File: config.mk
export PLATFORM = sky130hd
export DESIGN_NAME = riscv_muldiv_unit
export DESIGN_NICKNAME = d
export VERILOG_FILES = /design/src/rtl/riscv_pkg.sv /design/src/rtl/riscv_muldiv_unit_sign_fix.sv /design/src/rtl/riscv_muldiv_unit.sv
export SDC_FILE = /design/constraint.sdc
export NUM_CORES = 1
export LEC_CHECK = 0
export ABC_AREA = 1
export CORE_MARGIN = 2
export CORE_UTILIZATION = 50
export CTS_CLUSTER_SIZE = 28
export DETAILED_ROUTE_END_ITERATION = 8
export GPL_TIMING_DRIVEN = 1
export PLACE_DENSITY = 0.7
export SYNTH_ARGS = -nofsm -noshare
export SYNTH_HDL_FRONTEND = slang
export SYNTH_SLANG_ARGS = --single-unit
File: constraint.sdc
create_clock -name clk -period 7 [get_ports clk]
set_input_delay 0.7 -clock clk [delete_from_list [all_inputs] [get_ports clk]]
set_output_delay 0.7 -clock clk [all_outputs]
set_load 0.01 [all_outputs]
File: src/rtl/riscv_pkg.sv
// Shared types and constants for the iterative RV32M multiply/divide unit.
package riscv_pkg;

  localparam int MULDIV_ITER = 32;
  localparam int MULDIV_LAT  = 33;

  typedef enum logic [2:0] {
    OP_MUL    = 3'd0,
    OP_MULH   = 3'd1,
    OP_MULHSU = 3'd2,
    OP_MULHU  = 3'd3,
    OP_DIV    = 3'd4,
    OP_DIVU   = 3'd5,
    OP_REM    = 3'd6,
    OP_REMU   = 3'd7
  } muldiv_op_t;

  typedef enum logic [1:0] {
    ST_IDLE = 2'd0,
    ST_CALC = 2'd1,
    ST_FIX  = 2'd2
  } muldiv_state_t;

  // Magnitude of a value that is signed only when sgn is set.
  function automatic logic [31:0] mag32(input logic [31:0] v, input logic sgn);
    return (sgn && v[31]) ? (~v + 32'd1) : v;
  endfunction

endpackage

File: src/rtl/riscv_muldiv_unit_sign_fix.sv
// Final conditional negation and result word selection applied in FIX.
module muldiv_sign_fix
  import riscv_pkg::*;
(
  input  logic [63:0] acc_i,
  input  logic        is_div_i,
  input  logic        sel_hi_i,
  input  logic        neg_i,
  output logic [31:0] word_o
);

  logic [63:0] prod_s;
  logic [31:0] div_w_s;

  // Products negate the full 64 bits so the high word carries the borrow.
  always_comb begin
    prod_s  = neg_i ? (~acc_i + 64'd1) : acc_i;
    div_w_s = sel_hi_i ? acc_i[63:32] : acc_i[31:0];
    if (is_div_i) begin
      word_o = neg_i ? (~div_w_s + 32'd1) : div_w_s;
    end else begin
      word_o = sel_hi_i ? prod_s[63:32] : prod_s[31:0];
    end
  end

endmodule

File: src/rtl/riscv_muldiv_unit.sv
// Iterative RV32M multiply/divide unit (shift-add multiply, restoring divide).
// Divider and special-case handling are built only with RISCV_MULDIV_DIV_EN.
module riscv_muldiv_unit
  import riscv_pkg::*;
#(
  parameter int XLEN = 32
) (
  input  logic            clk,
  input  logic            rst_n,
  input  logic            start,
  input  logic [2:0]      op,
  input  logic [XLEN-1:0] a,
  input  logic [XLEN-1:0] b,
  input  logic            kill,
  output logic            busy,
  output logic            done,
  output logic [XLEN-1:0] result,
  output logic            illegal
);

  muldiv_state_t state_q, state_d;
  logic [63:0]   acc_q, acc_d;
  logic [31:0]   shreg_q, shreg_d;
  logic [31:0]   mcand_q, mcand_d;
  logic [5:0]    cnt_q, cnt_d;
  logic          is_div_q, is_div_d;
  logic          sel_hi_q, sel_hi_d;
  logic          neg_q, neg_d;
  logic          ill_q, ill_d;
  logic          busy_q, busy_d;
  logic          done_q, done_d;
  logic          illegal_q, illegal_d;
  logic [31:0]   res_q, res_d;

  muldiv_op_t    op_s;
  logic          a_sgn_s, b_sgn_s;
  logic [32:0]   sum_s;
  logic [31:0]   fix_word_s;
`ifdef RISCV_MULDIV_DIV_EN
  logic [32:0]   trial_s, diff_s;
`endif

  muldiv_sign_fix u_sign_fix (
    .acc_i    (acc_q),
    .is_div_i (is_div_q),
    .sel_hi_i (sel_hi_q),
    .neg_i    (neg_q),
    .word_o   (fix_word_s)
  );

  // Next-state, datapath step and output decode for the IDLE/CALC/FIX FSM.
  always_comb begin
    state_d   = state_q;
    acc_d     = acc_q;
    shreg_d   = shreg_q;
    mcand_d   = mcand_q;
    cnt_d     = cnt_q;
    is_div_d  = is_div_q;
    sel_hi_d  = sel_hi_q;
    neg_d     = neg_q;
    ill_d     = ill_q;
    done_d    = 1'b0;
    illegal_d = 1'b0;
    res_d     = res_q;

    op_s    = muldiv_op_t'(op);
    a_sgn_s = (op_s == OP_MULH) || (op_s == OP_MULHSU) || (op_s == OP_DIV) || (op_s == OP_REM);
    b_sgn_s = (op_s == OP_MULH) || (op_s == OP_DIV) || (op_s == OP_REM);
    sum_s   = {1'b0, acc_q[63:32]} + {1'b0, (shreg_q[0] ? mcand_q : 32'd0)};
`ifdef RISCV_MULDIV_DIV_EN
    trial_s = {acc_q[63:32], shreg_q[31]};
    diff_s  = trial_s - {1'b0, mcand_q};
`endif

    case (state_q)
      ST_IDLE: begin
        if (start && !kill) begin
          acc_d    = 64'd0;
          cnt_d    = 6'(MULDIV_ITER);
          shreg_d  = mag32(a, a_sgn_s);
          mcand_d  = mag32(b, b_sgn_s);
          is_div_d = op[2];
          sel_hi_d = op[2] ? op[1] : (op[1:0] != 2'b00);
          neg_d    = (op_s == OP_REM) ? a[31] : ((a_sgn_s & a[31]) ^ (b_sgn_s & b[31]));
          ill_d    = 1'b0;
          state_d  = ST_CALC;
`ifdef RISCV_MULDIV_DIV_EN
          // Special cases preload the final word into acc[31:0] and bypass CALC.
          if (op[2] && (b == 32'd0)) begin
            acc_d    = {32'd0, (op[1] ? a : 32'hFFFF_FFFF)};
            sel_hi_d = 1'b0;
            neg_d    = 1'b0;
            state_d  = ST_FIX;
          end else if (((op_s == OP_DIV) || (op_s == OP_REM)) &&
                       (a == 32'h8000_0000) && (b == 32'hFFFF_FFFF)) begin
            acc_d    = {32'd0, (op[1] ? 32'd0 : 32'h8000_0000)};
            sel_hi_d = 1'b0;
            neg_d    = 1'b0;
            state_d  = ST_FIX;
          end else begin
            state_d  = ST_CALC;
          end
`else
          if (op[2]) begin
            acc_d    = 64'd0;
            sel_hi_d = 1'b0;
            neg_d    = 1'b0;
            ill_d    = 1'b1;
            state_d  = ST_FIX;
          end else begin
            state_d  = ST_CALC;
          end
`endif
        end else begin
          state_d = ST_IDLE;
        end
      end
      ST_CALC: begin
        cnt_d   = cnt_q - 6'd1;
        state_d = (cnt_q == 6'd1) ? ST_FIX : ST_CALC;
`ifdef RISCV_MULDIV_DIV_EN
        if (is_div_q) begin
          acc_d   = diff_s[32] ? {trial_s[31:0], acc_q[30:0], 1'b0}
                               : {diff_s[31:0], acc_q[30:0], 1'b1};
          shreg_d = {shreg_q[30:0], 1'b0};
        end else begin
          acc_d   = {sum_s, acc_q[31:1]};
          shreg_d = {1'b0, shreg_q[31:1]};
        end
`else
        acc_d   = {sum_s, acc_q[31:1]};
        shreg_d = {1'b0, shreg_q[31:1]};
`endif
      end
      ST_FIX: begin
        state_d = ST_IDLE;
        if (!kill) begin
          done_d    = 1'b1;
          illegal_d = ill_q;
          res_d     = fix_word_s;
        end else begin
          done_d    = 1'b0;
          illegal_d = 1'b0;
        end
      end
      default: begin
        state_d = ST_IDLE;
      end
    endcase

    if (kill) begin
      state_d = ST_IDLE;
    end else begin
      state_d = state_d;
    end
    busy_d = (state_d != ST_IDLE);
  end

  // State, datapath and registered outputs.
  always_ff @(posedge clk or negedge rst_n) begin
    if (!rst_n) begin
      state_q   <= ST_IDLE;
      acc_q     <= 64'd0;
      shreg_q   <= 32'd0;
      mcand_q   <= 32'd0;
      cnt_q     <= 6'd0;
      is_div_q  <= 1'b0;
      sel_hi_q  <= 1'b0;
      neg_q     <= 1'b0;
      ill_q     <= 1'b0;
      busy_q    <= 1'b0;
      done_q    <= 1'b0;
      illegal_q <= 1'b0;
      res_q     <= 32'd0;
    end else begin
      state_q   <= state_d;
      acc_q     <= acc_d;
      shreg_q   <= shreg_d;
      mcand_q   <= mcand_d;
      cnt_q     <= cnt_d;
      is_div_q  <= is_div_d;
      sel_hi_q  <= sel_hi_d;
      neg_q     <= neg_d;
      ill_q     <= ill_d;
      busy_q    <= busy_d;
      done_q    <= done_d;
      illegal_q <= illegal_d;
      res_q     <= res_d;
    end
  end

  assign busy    = busy_q;
  assign done    = done_q;
  assign result  = res_q;
  assign illegal = illegal_q;

endmodule

After elaboration in Yosys (flattened, before gate mapping)
Index checks and enable logic that the tools add are counted.
{ "word_totals": {"latch_bits": 0, "memories": 0, "out_inout_bits": 35, "inputBits": 71, "word_cells": 78, "mem_bits_rw": 0, "register_bits": 175, "romBits": 0} }
{ "op_classes": {"reduce_logical": 16, "n_mul": 0, "eq_ne": 8, "muxes": 27, "shift": 0, "n_div": 0, "addsub": 6, "bitwise_logic": 8, "order_cmp": 0} }
{ "ops": {"columns": ["op", "count"], "rows": [
  ["two-way mux 32 bit", 8],
  ["two-way mux 64 bit", 2],
  ["case mux 64 bit (2 select lines)", 1],
  ["adder 32 x 1 -> 32 bit (second input constant)", 3],
  ["inverter 32 bit", 3],
  ["adder 64 x 1 -> 64 bit (second input constant)", 1],
  ["inverter 64 bit", 1],
  ["case mux 32 bit (2 select lines)", 1],
  ["adder 32 x 32 -> 33 bit", 1],
  ["case mux 6 bit (2 select lines)", 1],
  ["two-way mux 1 bit", 8],
  ["two-way mux 2 bit", 4],
  ["== test 3 bit (second input constant)", 2],
  ["== test 6 x 1 -> 1 bit (second input constant)", 1],
  ["two-way mux 6 bit", 1],
  ["AND reduction 2 bit", 3],
  ["nonzero test 2 bit", 3],
  ["subtractor 6 x 1 -> 6 bit (second input constant)", 1],
  ["logical OR 1 bit", 5],
  ["case mux 2 bit (2 select lines)", 1],
  ["== test 3 x 1 -> 1 bit (second input constant)", 1],
  ["== test 3 x 2 -> 1 bit (second input constant)", 1],
  ["logical AND 1 bit", 3],
  ["bitwise AND 1 bit", 2],
  ["7 further kinds", 7]
]} }

Depth between registers and ports, before layout
Gate-level depths: netlist of run 1.
{ "logic_depth": {"word_depth": 8, "ltp_mapped": 17, "ltp_nobuf": 15} }

Hierarchy
A second synthesis of run 1 with hierarchy kept.
{ "unflattened": {"hier_cells": 2832, "hier_area_um2": 16412.0} }
{ "modules_own_cells": {"columns": ["module", "seq_area_each_um2", "cells_each", "area_per_inst_um2", "instances"], "rows": [
  ["riscv_muldiv_unit", 4354.2, 1765, 11664.9, 1],
  ["muldiv_sign_fix", 0.0, 1067, 4747.1, 1]
]} }

Least setup slack after synthesis of run 1
No wires, ideal clock.
{ "synth_path": {"kind": "register to register", "from": "reg shreg_q[0]", "to": "reg acc_q[55]", "period_less_slack_ps": 2632, "required_ps": 6882, "stages_incl_launch_ff": 18, "arrival_time_ps": 2514, "path_buffers": 2, "setup_ps": 118, "path_slack_ps": 4368, "cell_sequence": "dfrtp_1 -> clkbuf_1 -> clkbuf_1 -> nand2_1 -> inv_1 -> ha_1 -> inv_1 -> fa_1 -> o21ai_0 -> a21oi_1 -> o21ai_0 -> nand2_1 -> nand2_1 -> nand2_1 -> nand2_1 -> nand2_1 -> nand3_1 -> nand2_1"} }
{ "synth_via": {"elab_chain_cells": 3} }
{ "synth_lines": {"columns": ["item", "line_no", "text"], "rows": [
  ["start: declaration", "riscv_muldiv_unit.sv:23", "logic [31:0] shreg_q, shreg_d;"],
  ["start signal: assignment", "riscv_muldiv_unit.sv:178", "shreg_q <= shreg_d;"],
  ["two-way mux 32 bit", "riscv_muldiv_unit.sv:69", "sum_s = {1'b0, acc_q[63:32]} + {1'b0, (shreg_q[0] ? mcand_q : 32'd0)};"],
  ["adder 32 x 32 -> 33 bit", "riscv_muldiv_unit.sv:69", null],
  ["case mux 64 bit (2 select lines)", "riscv_muldiv_unit.sv:75", "case (state_q)"],
  ["end signal: assignment", "riscv_muldiv_unit.sv:163", "acc_q <= 64'd0;"],
  ["end signal: assignment", "riscv_muldiv_unit.sv:177", "acc_q <= acc_d;"],
  ["end: declaration", "riscv_muldiv_unit.sv:22", "logic [63:0] acc_q, acc_d;"]
]} }
Every way passes these cells.
A chain may end at the register's enable or synchronous reset.

Worst setup path after layout of run 1
{ "layout_path": {"from": "reg shreg_q[0]", "to": "reg acc_q[61]"} }
Same word-level chain as after synthesis.

==> results.ini, run 1 <==
[outcome]
status=finished clean

[global_route]
grt_pass1_vias=14965
antenna_found_initial=0
overflow=0
grt_pass1_wl_um=79300
grt_max_degree=99
grtUsageTotal=0.330

[floorplanning]
die_x_um=174
dieArea_um2=30400
rows=62
start_util=0.506
die_h_um=174
io_pins=106
fp.coreArea_um2=28600

[sta]
worstMarginPinSlew_ns=1.04
setup_violations=0
finalSetupTns_ns=0
fin_skew_ns=0.0122
min_period_ns=3.17
rsz0062_at_grt=no
max_freq_mhz=316
relSlewSlack=0.307
hold_viol=0
drv_slew=0
min_period_over_period=0.452

[yosys]
synthCells=2314
synthArstFlopShare=1.00
yosysWarnings=0
netlist_area_um2=14500
synth_top_area_cell=dfrtp_1
synth_edf_count=0
ys.flop_type=dfrtp_1
synth-seq-cells=174
syn_avg_cell_area_um2=6.26
ys_seq_area_frac=0.300
ys_types=56
synth_top_cell_area_share=0.300
synth_top_cells_by_area=dfrtp_1 (30%), nand2_1 (17%), nand3_1 (7.5%), nor2_1 (7.5%), inv_1 (6.6%)
synthesis.nets=2424

[clock_network]
clock-sinks=174
cts_hold_buf=0
cts_tree=done
h-tree-depth=4
numCtsBuffers=17
ctsResizeCount=0
cts_root_buf=clkbuf_16
cts_buffer_depth=2
cts.clk_slew.worst_paths_ns=0.08
cts_setup_buffers=0
clock_latency_ns=0.46

[power_and_ir_drop]
intPower_mw=2.60
peakVddDrop_uv=184
p_comb_frac=0.503
p_switching_mw=2.39
seqPwrFrac=0.306
p_per_area_nw_per_um2=305
pwr-share-clk=0.191
p_leak_nw=8.21
p_sw_frac=0.479

[detailed_routing]
first_pass_iters=5
vias_per_cell=5.64
drc=0
vias=15608
wl_per_cell_um=17.9
drt_wl_total_um=49400
drt-initial-drc-count=1760
final_antenna_net_count=0

[worst_setup_path]
cp_top_family=compound AO/OA/AOI/OAI gates
critPathLaunchType=flip-flop
path_cells=buf_4 -> nand2_1 -> inv_1 -> ha_1 -> inv_1 -> fa_1 -> o21ai_0 -> a21oi_1 -> o21ai_0 -> nand4_1 -> nand3_1 -> nand2_1 -> o21ai_0
critPathCaptureType=flip-flop
crit_path_max_fanout=33
path_common_cell=o21ai_0
r2r_slack_ns=3.83
cp_num_buf_inv=3
worstPathArrival_ns=3.55
required_ns=7.38
cp_slowest_cell=o21ai_0
slowest_delay_ns=0.59
crit_type=reg2reg

[final_layout]
n_antenna_cell=0
drive_above_1_share=0.0499
final_common_cell=nand2_1
final_cells=2767
area_growth_pct=12.9
final_nets=2480
final_cell_mix=nand2_1 (670), nor2_1 (286), inv_1 (253), nand3_1 (216), dfrtp_1 (172)

[placement]
gp_congestion=1.00
dp.cells=2735
portBuffers=105
hpwl_um=37800

[hold_path]
worstHoldPathType=in2async

[job]
maxCapViolations=0

## stage by stage
stage	setup WS (ns)	util	cell area, um2	hold slack, ns	power, mW
finish	3.83	0.572	16400	0.368	4.99
global route	3.45	0.572	16400	0.437	5.34
CTS	3.86	0.572	16400	0.398	4.95
detailed placement	3.58	0.551	15800	0.467	4.00
global placement	3.68	0.551	15800	0.462	3.97
floorplan	4.37	-	14500	0.404	3.10
## final timing paths
| path | endpoint | depth (start not counted) | from |
|---|---|---|---|
| max | acc_q[61] | 13 | shreg_q[0] |
| max reg2reg | acc_q[61] | 13 | shreg_q[0] |
| min reg2reg | result[15] | 2 | result[15] |
| max in group asynchronous | neg_q | 2 | rst_n |
| min | result[6] | 1 | rst_n |
| min in group clk | result[15] | 2 | result[15] |
## power groups by stage
stage	registers (mW)	logic [mW]	clock network [mW]
floorplan	1.47	1.63	0
global placement	1.53	2.44	0
detailed placement	1.53	2.46	0
CTS	1.52	2.47	0.965
global route	1.55	2.78	1.00
finish	1.53	2.51	0.953
## cell type report
class                   instances  area (um2)
clock buffers                  18         439
clock inverters                14         144
fillers                      2907       12300
inverters                     266         998
multi-input cells            1791        8780
flip-flops and latches        174        4360
well taps                     384         480
repair buffers                120        1160
## sequential cells by signal (all words and copies together) (netlist names)
signal	count
acc_q	64
busy	1
cnt_q	6
done	1
illegal	1
is_div_q	1
mcand_q	32
neg_q	1
result	32
sel_hi_q	1
shreg_q	32
state_q	2
## worst register-to-register path, cell delays in order, from the launching register on
cell and delay, ns:
dfrtp_1 0.33, buf_4 0.31, nand2_1 0.11, inv_1 0.07, ha_1 0.15, inv_1 0.05
fa_1 0.40, o21ai_0 0.35, a21oi_1 0.21, o21ai_0 0.59, nand4_1 0.22, nand3_1 0.12
nand2_1 0.05, o21ai_0 0.14
## logic make-up (layout without fill, tap and decap cells)
group,Yosys count,after routing,share of synthesized area
simple gates,1317,1317,0.389
compound gates,383,383,0.150
buf+inv,349,418,0.0949
flops,174,174,0.300
xor+xnor,51,51,0.0308
fa+ha+maj,39,39,0.0342
mux,1,1,0.000691
## synth_stat cells (2+ instances only)
master and instances:
nand2_1 670, nor2_1 288, inv_1 253, nand3_1 216, dfrtp_1 174, o21ai_0 157, a21oi_1 100, clkbuf_1 47
o22ai_1 45, nand4_1 43, ha_1 38, xor2_1 36, nor3_1 34, buf_1 16, nand2_2 15, xnor2_1 15
buf_2 14, o211ai_1 14, nor2_2 12, o21bai_1 11, o21ai_1 10, inv_2 9, o221ai_1 9, or2_2 9
a31oi_1 8, nand3b_1 8, o21ai_2 7, buf_6 5, a21o_1 4, clkinv_1 4, o21a_1 4, a21boi_0 3
nand3_4 3, nor2_4 3, nor4_1 3, and3_1 2, nand3_2 2, nor3_2 2, nor3b_1 2, o2111ai_1 2
o31ai_1 2
## layer usage
layer / global-route usage / wire length (um)
met1: 0.443 / 21700
met2: 0.537 / 22700
met3: 0.0453 / 3060
met4: 0.134 / 1940
met5: 0 / 0
(Power assumes the default switching activity.)
==> run 2, diff against run 1 <==
==> constraint.sdc (replaced) <==
create_clock -name clk -period 3.2 [get_ports clk]
set_input_delay 0.32 -clock clk [delete_from_list [all_inputs] [get_ports clk]]
set_output_delay 0.32 -clock clk [all_outputs]
set_load 0.01 [all_outputs]
==> results.ini, run 2 (synthesized netlist as in run 1, its figures left out) <==
[global_route]
grtUsageTotal=0.337
overflow=0
grt_pass1_wl_um=80500
grt_pass1_vias=15155
grt_max_degree=105
antenna_found_initial=0

[final_layout]
n_antenna_cell=0
utilization=0.578
drive_above_1_share=0.0558
final_nets=2497
regMostFlops=acc_q
final_cells=2784
final_common_cell=nand2_1
area_growth_pct=14.1
nFillCells=2831
largest_reg_flops=64
final_cell_mix=nand2_1 (670), nor2_1 (286), inv_1 (253), nand3_1 (216), dfrtp_1 (172)

[sta]
worstMarginPinSlew_ns=0.756
rsz0062_at_grt=no
fin_skew_ns=0.0121
min_period_ns=2.77
setup_violations=0
min_period_over_period=0.867
finalSetupTns_ns=0
timing.hold.ws_ns=0.413
hold_viol=0
relSlewSlack=0.495
drv_slew=0
max_freq_mhz=361

[clock_network]
clock_latency_ns=0.47
ctsResizeCount=0
clock-sinks=174
cts_buffer_depth=2
h-tree-depth=4
numCtsBuffers=17
cts_root_buf=clkbuf_16
cts_tree=done
cts.clk_slew.worst_paths_ns=0.07

[detailed_routing]
drt_wl_total_um=50200
drc=0
final_antenna_net_count=0
vias_per_cell=5.70
first_pass_iters=8
vias=15876
drt-initial-drc-count=1545
wl_per_cell_um=18.0

[floorplanning]
rows=62
io_pins=106
die_h_um=174
fp.coreArea_um2=28600
dieArea_um2=30400
start_util=0.506
die_x_um=174

[worst_setup_path]
required_ns=3.55
crit_path_max_fanout=30
crit_type=reg2reg
critPathLaunchType=flip-flop
worstPathArrival_ns=3.13
critPathCaptureType=flip-flop

[hold_path]
worstHoldPathType=in2async

[placement]
portBuffers=105
hpwl_um=39200
dp.cells=2751
gp_congestion=0.975

[power_and_ir_drop]
p_per_area_nw_per_um2=670
peakVddDrop_uv=421
p_leak_nw=8.30

[job]
maxCapViolations=0

[outcome]
status=finished clean

-- run 2: final timing paths --
path | depth (start not counted) | to | startpoint | slack, ns
worst max-delay path | 13 | acc_q[59] | shreg_q[0] | 0.43
worst min-delay path | 2 | result[5] | rst_n | 0.41
worst max register to register | 13 | acc_q[59] | shreg_q[0] | 0.43
worst min register to register | 2 | result[19] | result[19] | 0.48
max in group asynchronous | 3 | acc_q[21] | rst_n | 1.74
min in group clk | 3 | mcand_q[31] | b[31] | 0.47
-- run 2: cell type report --
class / instances / area (um2) / share of cell area
timing repair buffer: 137 / 1330 / 0.0806
inverter: 266 / 998 / 0.0604
clock buffer: 19 / 443 / 0.0268
clock inverter: 13 / 155 / 0.00938
tap: 384 / 480 / 0.0290
sequential: 174 / 4360 / 0.263
multi-input combinational: 1791 / 8780 / 0.531
-- run 2: through the flow --
step	total power [mW]	area, um2	setup WS, ns
after detailed placement	8.80	15900	0.508
after global placement	8.75	15900	0.577
final	11.1	16500	0.427
after CTS	11.0	16500	0.471
after global routing	11.8	16500	0.147
after floorplan	6.79	14500	0.568
-- run 2: what timing repair did --
action,in CTS,in global routing
hold buffers,1,0
setup buffers,0,0
hold endpoints to repair,66,0
-- run 2: power breakdown --
group / internal, mW / switching [mW] / leakage (nW)
combinational: 1.92 / 3.64 / 5.76
sequential: 2.77 / 0.552 / 2.25
clock: 1.19 / 1.01 / 0.288
total: 5.88 / 5.20 / 8.30
-- run 2: routing by layer --
metal,GRT usage,vias to the layer above,part of all wire
met3,0.0416,135,0.066
li1,-,7721,-
met4,0.148,0,0.042
met5,0,-,0
met1,0.452,7392,0.43
met2,0.546,628,0.46
-- run 2: critical path, cell delays in order (launching register included) --
cell,delay (ns)
dfrtp_1,0.40
buf_4,0.24
nand2_1,0.11
inv_1,0.06
ha_1,0.34
nand2_1,0.06
o21ai_0,0.28
inv_1,0.09
o21ai_0,0.51
nand3_1,0.22
nand2_1,0.15
nand2_1,0.06
nand2_1,0.05
o21ai_0,0.07
==> run 3, diff against run 2 <==
--- a/config.mk
+++ b/config.mk
@@ -12,6 +12,7 @@
 export DETAILED_ROUTE_END_ITERATION = 8
 export GPL_TIMING_DRIVEN = 1
 export PLACE_DENSITY = 0.7
+export SLEW_MARGIN = 0
 export SYNTH_ARGS = -nofsm -noshare
 export SYNTH_HDL_FRONTEND = slang
 export SYNTH_SLANG_ARGS = --single-unit
==> constraint.sdc (replaced) <==
create_clock -name clk -period 3.2 [get_ports clk]
set_input_delay 0.32 -clock clk [delete_from_list [all_inputs] [get_ports clk]]
set_output_delay 0.32 -clock clk [all_outputs]
set_load 0.02 [all_outputs]
==> results of run 3 <==
Same layout as run 2 (identical final DEF). Status: finished clean.
Among the figures that moved: total power 11.1 mW -> 11.2 mW
